$ cat src/rtl/fifo_pkg.sv
// -----------------------------------------------------------------------------
// fifo_pkg
// Shared constants and types for the FIFO write-side logic.
//   - Default arbiter geometry (requesters, word width, burst length).
//   - ARB_IDLE / ARB_GRANT encodings and the arbiter state enum built on them.
//   - clog2-based width helpers, also used to size the FIFO pointer logic.
// -----------------------------------------------------------------------------
package fifo_pkg;

    localparam int DEF_NUM_REQ    = 4;
    localparam int DEF_DATA_WIDTH = 8;
    localparam int DEF_BURST_MAX  = 4;
    localparam int DEF_FIFO_DEPTH = 16;

    // Pointer width for pointer_logic; one extra bit distinguishes full from empty.
    localparam int PTR_W = $clog2(DEF_FIFO_DEPTH) + 1;

    localparam logic ARB_IDLE  = 1'b0;
    localparam logic ARB_GRANT = 1'b1;

    typedef enum logic {
        ST_IDLE  = ARB_IDLE,
        ST_GRANT = ARB_GRANT
    } arb_state_e;

    // Width of an index into n entries; never narrower than one bit.
    function automatic int idx_width(input int n);
        return (n > 1) ? $clog2(n) : 1;
    endfunction

    // Width of a beat counter that must be able to hold burst_max.
    function automatic int beat_width(input int burst_max);
        return $clog2(burst_max + 1);
    endfunction

endpackage

$ cat src/rtl/fifo_wr_arbiter_if.sv
// -----------------------------------------------------------------------------
// fifo_wr_arbiter_if
// Bundle between the requesters (master side) and the FIFO write arbiter
// (slave side).
//   req        per-requester word valid, held until acked
//   req_last   per-requester: current word ends its burst
//   req_data   requester i data in bits [i*DATA_WIDTH +: DATA_WIDTH]
//   fifo_full  FIFO full flag
//   gnt        registered one-hot owner, zero when idle
//   ack        per-requester word accepted this cycle
//   wr         write strobe into the FIFO pointer logic
//   wr_data    owner's data word, zero when no owner
//   busy       arbiter is in its grant state
// -----------------------------------------------------------------------------
interface fifo_wr_arbiter_if
    import fifo_pkg::*;
#(
    parameter int NUM_REQ    = DEF_NUM_REQ,
    parameter int DATA_WIDTH = DEF_DATA_WIDTH
);
    logic [NUM_REQ-1:0]            req;
    logic [NUM_REQ-1:0]            req_last;
    logic [NUM_REQ*DATA_WIDTH-1:0] req_data;
    logic                          fifo_full;
    logic [NUM_REQ-1:0]            gnt;
    logic [NUM_REQ-1:0]            ack;
    logic                          wr;
    logic [DATA_WIDTH-1:0]         wr_data;
    logic                          busy;

    modport master (
        output req, req_last, req_data, fifo_full,
        input  gnt, ack, wr, wr_data, busy
    );

    modport slave (
        input  req, req_last, req_data, fifo_full,
        output gnt, ack, wr, wr_data, busy
    );
endinterface

$ cat src/rtl/rr_pick.sv
// -----------------------------------------------------------------------------
// rr_pick
// Combinational round-robin selector: scans req_i starting one past
// last_owner_i, wrapping NUM_REQ-1 -> 0, and returns the first hit.
//   req_i         request vector
//   last_owner_i  index of the most recently served requester
//   pick_o        one-hot winner, zero when req_i is zero
//   pick_idx_o    binary index of the winner
// -----------------------------------------------------------------------------
module rr_pick
    import fifo_pkg::*;
#(
    parameter int NUM_REQ = DEF_NUM_REQ,
    parameter int IDX_W   = idx_width(DEF_NUM_REQ)
) (
    input  logic [NUM_REQ-1:0] req_i,
    input  logic [IDX_W-1:0]   last_owner_i,
    output logic [NUM_REQ-1:0] pick_o,
    output logic [IDX_W-1:0]   pick_idx_o
);

    logic             found;
    logic [IDX_W-1:0] idx;

    // Rotating priority scan; the last owner itself is checked last.
    always_comb begin
        pick_o     = '0;
        pick_idx_o = '0;
        found      = 1'b0;
        idx        = '0;
        for (int i = 1; i <= NUM_REQ; i++) begin
            idx = IDX_W'((int'(last_owner_i) + i) % NUM_REQ);
            if (!found && req_i[idx]) begin
                found      = 1'b1;
                pick_o     = '0;
                pick_o[idx] = 1'b1;
                pick_idx_o = idx;
            end else begin
                found = found;
            end
        end
    end

endmodule

$ cat src/rtl/fifo_wr_arbiter.sv
// -----------------------------------------------------------------------------
// fifo_wr_arbiter
// Shares the single FIFO write port among NUM_REQ requesters with round-robin,
// burst-locked grants. A grant lasts until the owner marks its last word,
// reaches BURST_MAX accepted words, or drops its request; each release costs
// one idle cycle. fifo_full stalls the owner without preempting it.
//   clk    rising-edge clock
//   rst_n  asynchronous active-low reset
//   bus    slave side of fifo_wr_arbiter_if (requests in, grant/write out)
// -----------------------------------------------------------------------------
module fifo_wr_arbiter
    import fifo_pkg::*;
#(
    parameter int NUM_REQ    = DEF_NUM_REQ,
    parameter int DATA_WIDTH = DEF_DATA_WIDTH,
    parameter int BURST_MAX  = DEF_BURST_MAX
) (
    input  logic              clk,
    input  logic              rst_n,
    fifo_wr_arbiter_if.slave  bus
);

    localparam int IDX_W  = idx_width(NUM_REQ);
    localparam int BEAT_W = beat_width(BURST_MAX);

    arb_state_e           state_q, state_d;
    logic [NUM_REQ-1:0]   gnt_q, gnt_d;
    logic [IDX_W-1:0]     owner_q, owner_d;
    logic [IDX_W-1:0]     last_owner_q, last_owner_d;
    logic [BEAT_W-1:0]    beat_q, beat_d;
    logic                 release_s;

    logic [NUM_REQ-1:0]    pick;
    logic [IDX_W-1:0]      pick_idx;
    logic [NUM_REQ-1:0]    ack;
    logic [DATA_WIDTH-1:0] words [NUM_REQ];

    rr_pick #(
        .NUM_REQ (NUM_REQ),
        .IDX_W   (IDX_W)
    ) u_rr_pick (
        .req_i        (bus.req),
        .last_owner_i (last_owner_q),
        .pick_o       (pick),
        .pick_idx_o   (pick_idx)
    );

    for (genvar g = 0; g < NUM_REQ; g++) begin : g_words
        assign words[g] = bus.req_data[g*DATA_WIDTH +: DATA_WIDTH];
    end

    // gnt is zero outside GRANT, so ack can never fire while idle or in reset.
    assign ack      = gnt_q & bus.req & {NUM_REQ{~bus.fifo_full}};
    assign bus.ack  = ack;
    assign bus.wr   = |ack;
    assign bus.gnt  = gnt_q;
    assign bus.busy = (state_q == ST_GRANT);

    // Write data follows the owner; forced to zero with no owner.
    always_comb begin
        bus.wr_data = '0;
        if (|gnt_q) begin
            bus.wr_data = words[owner_q];
        end else begin
            bus.wr_data = '0;
        end
    end

    // Next-state: pick an owner from IDLE, count beats and decide release in GRANT.
    always_comb begin
        state_d      = state_q;
        gnt_d        = gnt_q;
        owner_d      = owner_q;
        last_owner_d = last_owner_q;
        beat_d       = beat_q;
        release_s    = 1'b0;
        case (state_q)
            ST_IDLE: begin
                if (|bus.req) begin
                    state_d = ST_GRANT;
                    gnt_d   = pick;
                    owner_d = pick_idx;
                end else begin
                    state_d = ST_IDLE;
                end
            end
            ST_GRANT: begin
                if (ack[owner_q]) begin
                    // req_last and the burst limit together still give one release.
                    if (bus.req_last[owner_q] || (beat_q == BEAT_W'(BURST_MAX - 1))) begin
                        release_s = 1'b1;
                    end else begin
                        beat_d = beat_q + BEAT_W'(1);
                    end
                end else if (!bus.req[owner_q]) begin
                    release_s = 1'b1;
                end else begin
                    // FIFO full: owner keeps the grant, count unchanged.
                    beat_d = beat_q;
                end
            end
            default: begin
                state_d = ST_IDLE;
                gnt_d   = '0;
                beat_d  = '0;
            end
        endcase
        if (release_s) begin
            state_d      = ST_IDLE;
            gnt_d        = '0;
            last_owner_d = owner_q;
            beat_d       = '0;
        end else begin
            last_owner_d = last_owner_d;
        end
    end

    // State registers; last_owner resets to the top index so requester 0 wins first.
    always_ff @(posedge clk or negedge rst_n) begin
        if (!rst_n) begin
            state_q      <= ST_IDLE;
            gnt_q        <= '0;
            owner_q      <= '0;
            last_owner_q <= IDX_W'(NUM_REQ - 1);
            beat_q       <= '0;
        end else begin
            state_q      <= state_d;
            gnt_q        <= gnt_d;
            owner_q      <= owner_d;
            last_owner_q <= last_owner_d;
            beat_q       <= beat_d;
        end
    end

endmodule

$ cat src/flat_wrapper.sv
// flat-port wrapper written by rule: the top's interface ports become plain ports
module fifo_wr_arbiter_flat import fifo_pkg::*;
#(
    parameter int NUM_REQ    = DEF_NUM_REQ,
    parameter int DATA_WIDTH = DEF_DATA_WIDTH,
    parameter int BURST_MAX  = DEF_BURST_MAX
)
  (clk, rst_n, bus_req, bus_req_last, bus_req_data, bus_fifo_full, bus_gnt, bus_ack, bus_wr, bus_wr_data, bus_busy);
  fifo_wr_arbiter_if #(.NUM_REQ(NUM_REQ), .DATA_WIDTH(DATA_WIDTH)) bus_i ();
  input  logic clk;
  input  logic rst_n;
  input wire logic [$bits(bus_i.req)-1:0] bus_req;
  input wire logic [$bits(bus_i.req_last)-1:0] bus_req_last;
  input wire logic [$bits(bus_i.req_data)-1:0] bus_req_data;
  input wire logic [$bits(bus_i.fifo_full)-1:0] bus_fifo_full;
  output wire logic [$bits(bus_i.gnt)-1:0] bus_gnt;
  output wire logic [$bits(bus_i.ack)-1:0] bus_ack;
  output wire logic [$bits(bus_i.wr)-1:0] bus_wr;
  output wire logic [$bits(bus_i.wr_data)-1:0] bus_wr_data;
  output wire logic [$bits(bus_i.busy)-1:0] bus_busy;
  assign bus_i.req = bus_req;
  assign bus_i.req_last = bus_req_last;
  assign bus_i.req_data = bus_req_data;
  assign bus_i.fifo_full = bus_fifo_full;
  assign bus_gnt = bus_i.gnt;
  assign bus_ack = bus_i.ack;
  assign bus_wr = bus_i.wr;
  assign bus_wr_data = bus_i.wr_data;
  assign bus_busy = bus_i.busy;
  fifo_wr_arbiter #(.NUM_REQ(NUM_REQ), .DATA_WIDTH(DATA_WIDTH), .BURST_MAX(BURST_MAX)) u_core (.clk(clk), .rst_n(rst_n), .bus(bus_i));
endmodule
$ cat config.mk
export PLATFORM = sky130hd
export DESIGN_NAME = fifo_wr_arbiter_flat
export DESIGN_NICKNAME = d
export VERILOG_FILES = /design/src/rtl/fifo_pkg.sv /design/src/rtl/fifo_wr_arbiter_if.sv /design/src/rtl/rr_pick.sv /design/src/rtl/fifo_wr_arbiter.sv /design/src/flat_wrapper.sv
export SDC_FILE = /design/constraint.sdc
export NUM_CORES = 1
export LEC_CHECK = 0
export CORE_MARGIN = 1
export CORE_UTILIZATION = 35
export DETAILED_ROUTE_END_ITERATION = 10
export HOLD_SLACK_MARGIN = 0.06
export PLACE_DENSITY = 0.76
export SETUP_SLACK_MARGIN = 0.2
export SYNTH_ARGS = -nofsm -noshare
export SYNTH_HDL_FRONTEND = slang
export SYNTH_HIERARCHICAL = 1
export SYNTH_SLANG_ARGS = --single-unit
$ cat constraint.sdc
create_clock -name clk -period 2.9 [get_ports clk]
set_clock_uncertainty 0.15 [all_clocks]
set_input_delay 0.435 -clock clk [delete_from_list [all_inputs] [get_ports clk]]
set_output_delay 0.435 -clock clk [all_outputs]
set_load 0.1 [all_outputs]
---- Word level (Yosys, flattened, before mapping) ----
Index checks and enable logic that the tools add are counted.
W data, S select, Z words.
cells by class
  add/sub/neg operators ................... 5
  $lt $le $gt $ge ......................... 10
  eq/ne operators ......................... 3
  multiplexer cells ....................... 51
  bitwise gates (word level) .............. 5
  reduce and logical (&&, ||, !) cells .... 20
operator list
  kind                   count
  $mux W4                7
  $mux W8                3
  $mux W1                21
  $bmux W8 S2            1
  $lt A2 B3 Y1 const B   5
  $bmux W1 S2            7
  $mux W3                4
  $reduce_or A4 Y1       3
  $and A4 B4 Y4          2
  $demux W1 S2           4
  $ge A2 B1 Y1 const B   4
  $mux W2                4
  $logic_and A1 B1 Y1    7
  $reduce_bool A2 Y1     3
  $add A2 B1 Y2 const B  2
  $add A2 B2 Y2 const B  2
  $reduce_and A2 Y1      2
  $add A3 B1 Y3 const B  1
  $eq A3 B2 Y1 const B   1
  $ge A3 B3 Y1 const B   1
  $logic_not A1 Y1       3
  $not A2 Y3             1
  $reduce_and A3 Y1      1
  $ne A2 B1 Y1 const B   1
  other kinds (3)        4
storage, ports and cells
  register bits ........................... 12
  bits of input ports ..................... 43
  word-level logic and storage cells ...... 99

---- Depth between registers and ports, before layout ----
  depth after elaboration ................. 16
  depth in mapped cells ................... 12

---- Modules after synthesis ----
The synthesis kept the hierarchy.
modules (own cells, without submodules)
  module           times used  cells an instance  area an instance (sq um)
  fifo_wr_arbiter  1           84                 945.9
  rr_pick          1           78                 616.8

---- Worst setup path after synthesis ----
OpenSTA, ideal clock, no wires.
  kind .................................... reg-to-output
  start ................................... reg u_core.gnt_q[2], in the netlist u_core/bus.gnt[2]
  end ..................................... out bus_wr
  arrival ................................. 3.236 ns
  data required time ...................... 2.315 ns
  setup slack ............................. -0.921 ns
  stages on the path, launching flop included .. 4
  buffers on the path ..................... 0
  cell sequence ........................... dfrtp_1 > nand2_1 > nor2_1 > or4_1
between the ends
  word-level cells in the longest chain between the ends .. 3
RTL lines
  element                      RTL line                text
  start: declaration           fifo_wr_arbiter.sv:27   logic [NUM_REQ-1:0] gnt_q, gnt_d;
  start signal: assignment     fifo_wr_arbiter.sv:128  gnt_q <= gnt_d;
  $and A4 B4 Y4 (2 in series)  fifo_wr_arbiter.sv:53   assign ack = gnt_q & bus.req & {NUM_REQ{~bus.fifo_full}};
  named net bus_ack[2]         flat_wrapper.sv:17      output wire logic [$bits(bus_i.ack)-1:0] bus_ack;
  $reduce_or A4 Y1             fifo_wr_arbiter.sv:55   assign bus.wr = |ack;
  end: declaration             flat_wrapper.sv:18      output wire logic [$bits(bus_i.wr)-1:0] bus_wr;
The timed path passes the listed nets, and every way through them passes these cells.

---- Worst setup path in the final report ----
  start ................................... in bus_req[2]
  end ..................................... out bus_wr
between the ends
  word-level cells in the longest chain between the ends .. 3
RTL lines
  element                      RTL line               text
  start: declaration           flat_wrapper.sv:12     input wire logic [$bits(bus_i.req)-1:0] bus_req;
  $and A4 B4 Y4 (2 in series)  fifo_wr_arbiter.sv:53
  $reduce_or A4 Y1             fifo_wr_arbiter.sv:55
No other way between the ends.

==> results.toml <==
[grt]
grt_pass1_vias = 1430
antenna_found_initial = 0
grt_pass1_wl_um = 6620
grt_max_degree = 16
track_usage = 0.187
overflow = 0

[drt]
ant_nets = 0
routedWlPerCell_um = 15.8
drt-initial-drc-count = 178
viasPerCell = 5.59
vias = 1537
wl_um = 4340
drc = 0
dr.pass1.iters = 4

[floorplan]
ioPinCount = 61
core_area_sq_um = 4140
die_w_um = 68.8
dieArea_sq_um = 4740
fp.dieH_um = 68.8
rows = 23
initial_core_util = 0.377

[clock_network]
clock_latency_ns = 0.25
cts.htree.levels = 1
tritoncts = "built"
clkTransAtPathRegs_ns = 0.05
numCtsBuffers = 3
cts_sinks = 12
clock-root-buffer = "clkbuf_8"
clockBufferDepth = 2

[final_layout]
antenna_cells = 0
area_delta_synth_final_pct = 60.6
final_cell_count_no_fill = 275
num-nets-final = 279
final_layout_size_suffix_gt1_frac = 0.351

[timing]
drv_slew = 0
setup_tns_ns = 0
period_share = 0.898
slew_headroom = 0.548
hold_violations = 0
worst_pin_slew_ns = 0.679
period_minus_slack_ns = 2.60
finalSetupViolations = 0
grt_setup_unrepaired = "no"
fmax_mhz = 384

[place]
gp_congestion = 0.851
hpwl_um = 3500
dp_cells = 270
io_buffers = 60

[power_and_ir_drop]
finalPower_mw = 2.75
vdd.ir_drop.worst_mv = 0.771
leakagePower_nw = 1.01
power.density_nw_per_um2 = 1090

[setup_path]
critPathLaunchType = "primary input"
critPathMaxFanout = 6
path_class = "in -> out"
endpoint_kind = "output port"
arrival_ns = 2.02
required_ns = 2.32

[synthesis]
syn-cell-area_sq_um = 1560
yosysWarnings = 6
ys_ff_latch = 12
synth_edf_count = 0
syn_nets = 215
ys_seq_area_frac = 0.194
async_flop_share = 1.00
synth_cells = 162
syn_area_per_cell_sq_um = 9.65
dominantRegCellSynth = "dfrtp_1"
ys_types = 46

[status]
outcome = "finished clean"

[worst_hold_path]
hp-class = "reg -> reg"

[run]
max-cap-violations = 0
flip-flops by register name, summed over array words and instances, names as in the netlist:
register	count
u_core/owner_q	2
u_core/bus.busy	1
u_core/beat_q	3
u_core/bus.gnt	4
u_core/last_owner_q	2
cells in the mapped netlist (3+ instances only):
master / count / area, sq um
nor2_1: 15 / 56.3
nand2_1: 11 / 41.3
dfrtp_1: 10 / 250
ha_1: 10 / 125
mux4_2: 10 / 225
nor2b_1: 10 / 62.6
o21ai_0: 10 / 50.1
a21oi_1: 9 / 45.0
inv_1: 7 / 26.3
mux2i_1: 7 / 70.1
clkbuf_1: 5 / 18.8
nor3b_1: 5 / 37.5
a211oi_2: 3 / 37.5
buf_2: 3 / 15.0
buf_6: 3 / 33.8
mux2_2: 3 / 33.8
mux2_4: 3 / 45.0
nor3_1: 3 / 15.0
critical path, stage by stage:
cell	delay [ns]
clkdlybuf4s50_1	0.47
buf_4	0.19
nand2_1	0.11
nor2_4	0.05
or4_4	0.56
buf_12	0.18
where the power goes:
part	leakage, nW	internal (mW)	switching [mW]
Sequential	0.152	0.233	0.119
Clock	0.0288	0.120	0.0647
Combinational	0.832	0.955	1.25
Total	1.01	1.31	1.44
placed cells by master (no fill, tap or decap), types with 2 or more instances in the layout:
master | Yosys | routed
a211oi_2 | 3 | 3
nor3b_1 | 5 | 5
nor2b_1 | 10 | 2
mux2i_1 | 7 | 7
inv_1 | 7 | 6
a221oi_1 | 2 | 2
nor2b_2 | 0 | 7
nand3b_1 | 2 | 2
mux2_4 | 3 | 3
nor2_4 | 1 | 5
buf_12 | 0 | 14
clkbuf_8 | 0 | 4
dfrtp_1 | 10 | 10
o21ai_0 | 10 | 10
mux4_2 | 10 | 10
nor2_1 | 15 | 11
clkdlybuf4s50_1 | 0 | 41
nor3_1 | 3 | 3
and3b_2 | 2 | 2
mux2_2 | 3 | 3
buf_4 | 1 | 15
ha_1 | 10 | 9
nand2_1 | 11 | 11
a21oi_1 | 9 | 9
and3b_1 | 2 | 2
through the flow:
step / utilization / cell area [sq um] / hold WS [ns] / setup WS (ns)
after global placement: 0.586 / 2430 / 0.320 / 0.205
after floorplan: - / 1680 / -0.0106 / 0.122
after global routing: 0.606 / 2510 / 0.369 / 0.214
after detailed placement: 0.586 / 2430 / 0.347 / 0.163
final: 0.606 / 2510 / 0.350 / 0.296
after CTS: 0.599 / 2480 / 0.360 / 0.207
worst paths after layout:
kind	startpoint	end	slack, ns	depth (start not counted)
worst max-delay path	bus_req[2]	bus_wr	0.30	6
worst min-delay path	u_core/beat_q[2]	u_core/beat_q[2]	0.35	2
worst max register to register	u_core/last_owner_q[0]	u_core/bus.gnt[0]	0.32	8
worst min register to register	u_core/beat_q[2]	u_core/beat_q[2]	0.35	2
max in group asynchronous	rst_n	u_core/last_owner_q[1]	1.86	1
min in group asynchronous	rst_n	u_core/beat_q[2]	0.38	1
cell families (layout without fill, tap and decap cells):
group                      Yosys count  after routing  share of synthesized area
and+or+nand+nor                     64             64                      0.245
AOI/OAI and AO/OA                   33             33                      0.160
muxes                               24             24                      0.256
buffers and inverters               19             82                     0.0649
DFF                                 12             12                      0.194
adders and majority gates           10             10                     0.0801
cell type report:
cell class | count | area, sq um
fill | 362 | 1630
multi-input combinational | 131 | 1240
timing repair buffer | 71 | 816
sequential | 12 | 307
tap | 50 | 62.6
clock buffer | 4 | 55.1
inverter | 7 | 33.8
routing by layer:
layer	vias to the layer above	GRT usage	routed length, um
met5	-	0	0
met4	0	0.0408	38
met3	4	0.0247	137
met2	35	0.322	2320
met1	765	0.249	1850
li1	733	-	-
timing repair:
item	4_1_cts	5_1_grt
gates resized for setup	0	2
hold buffers	0	0
setup buffers	0	1
endpoints found under the setup margin	0	5
Power figures use the tool's default switching activity.
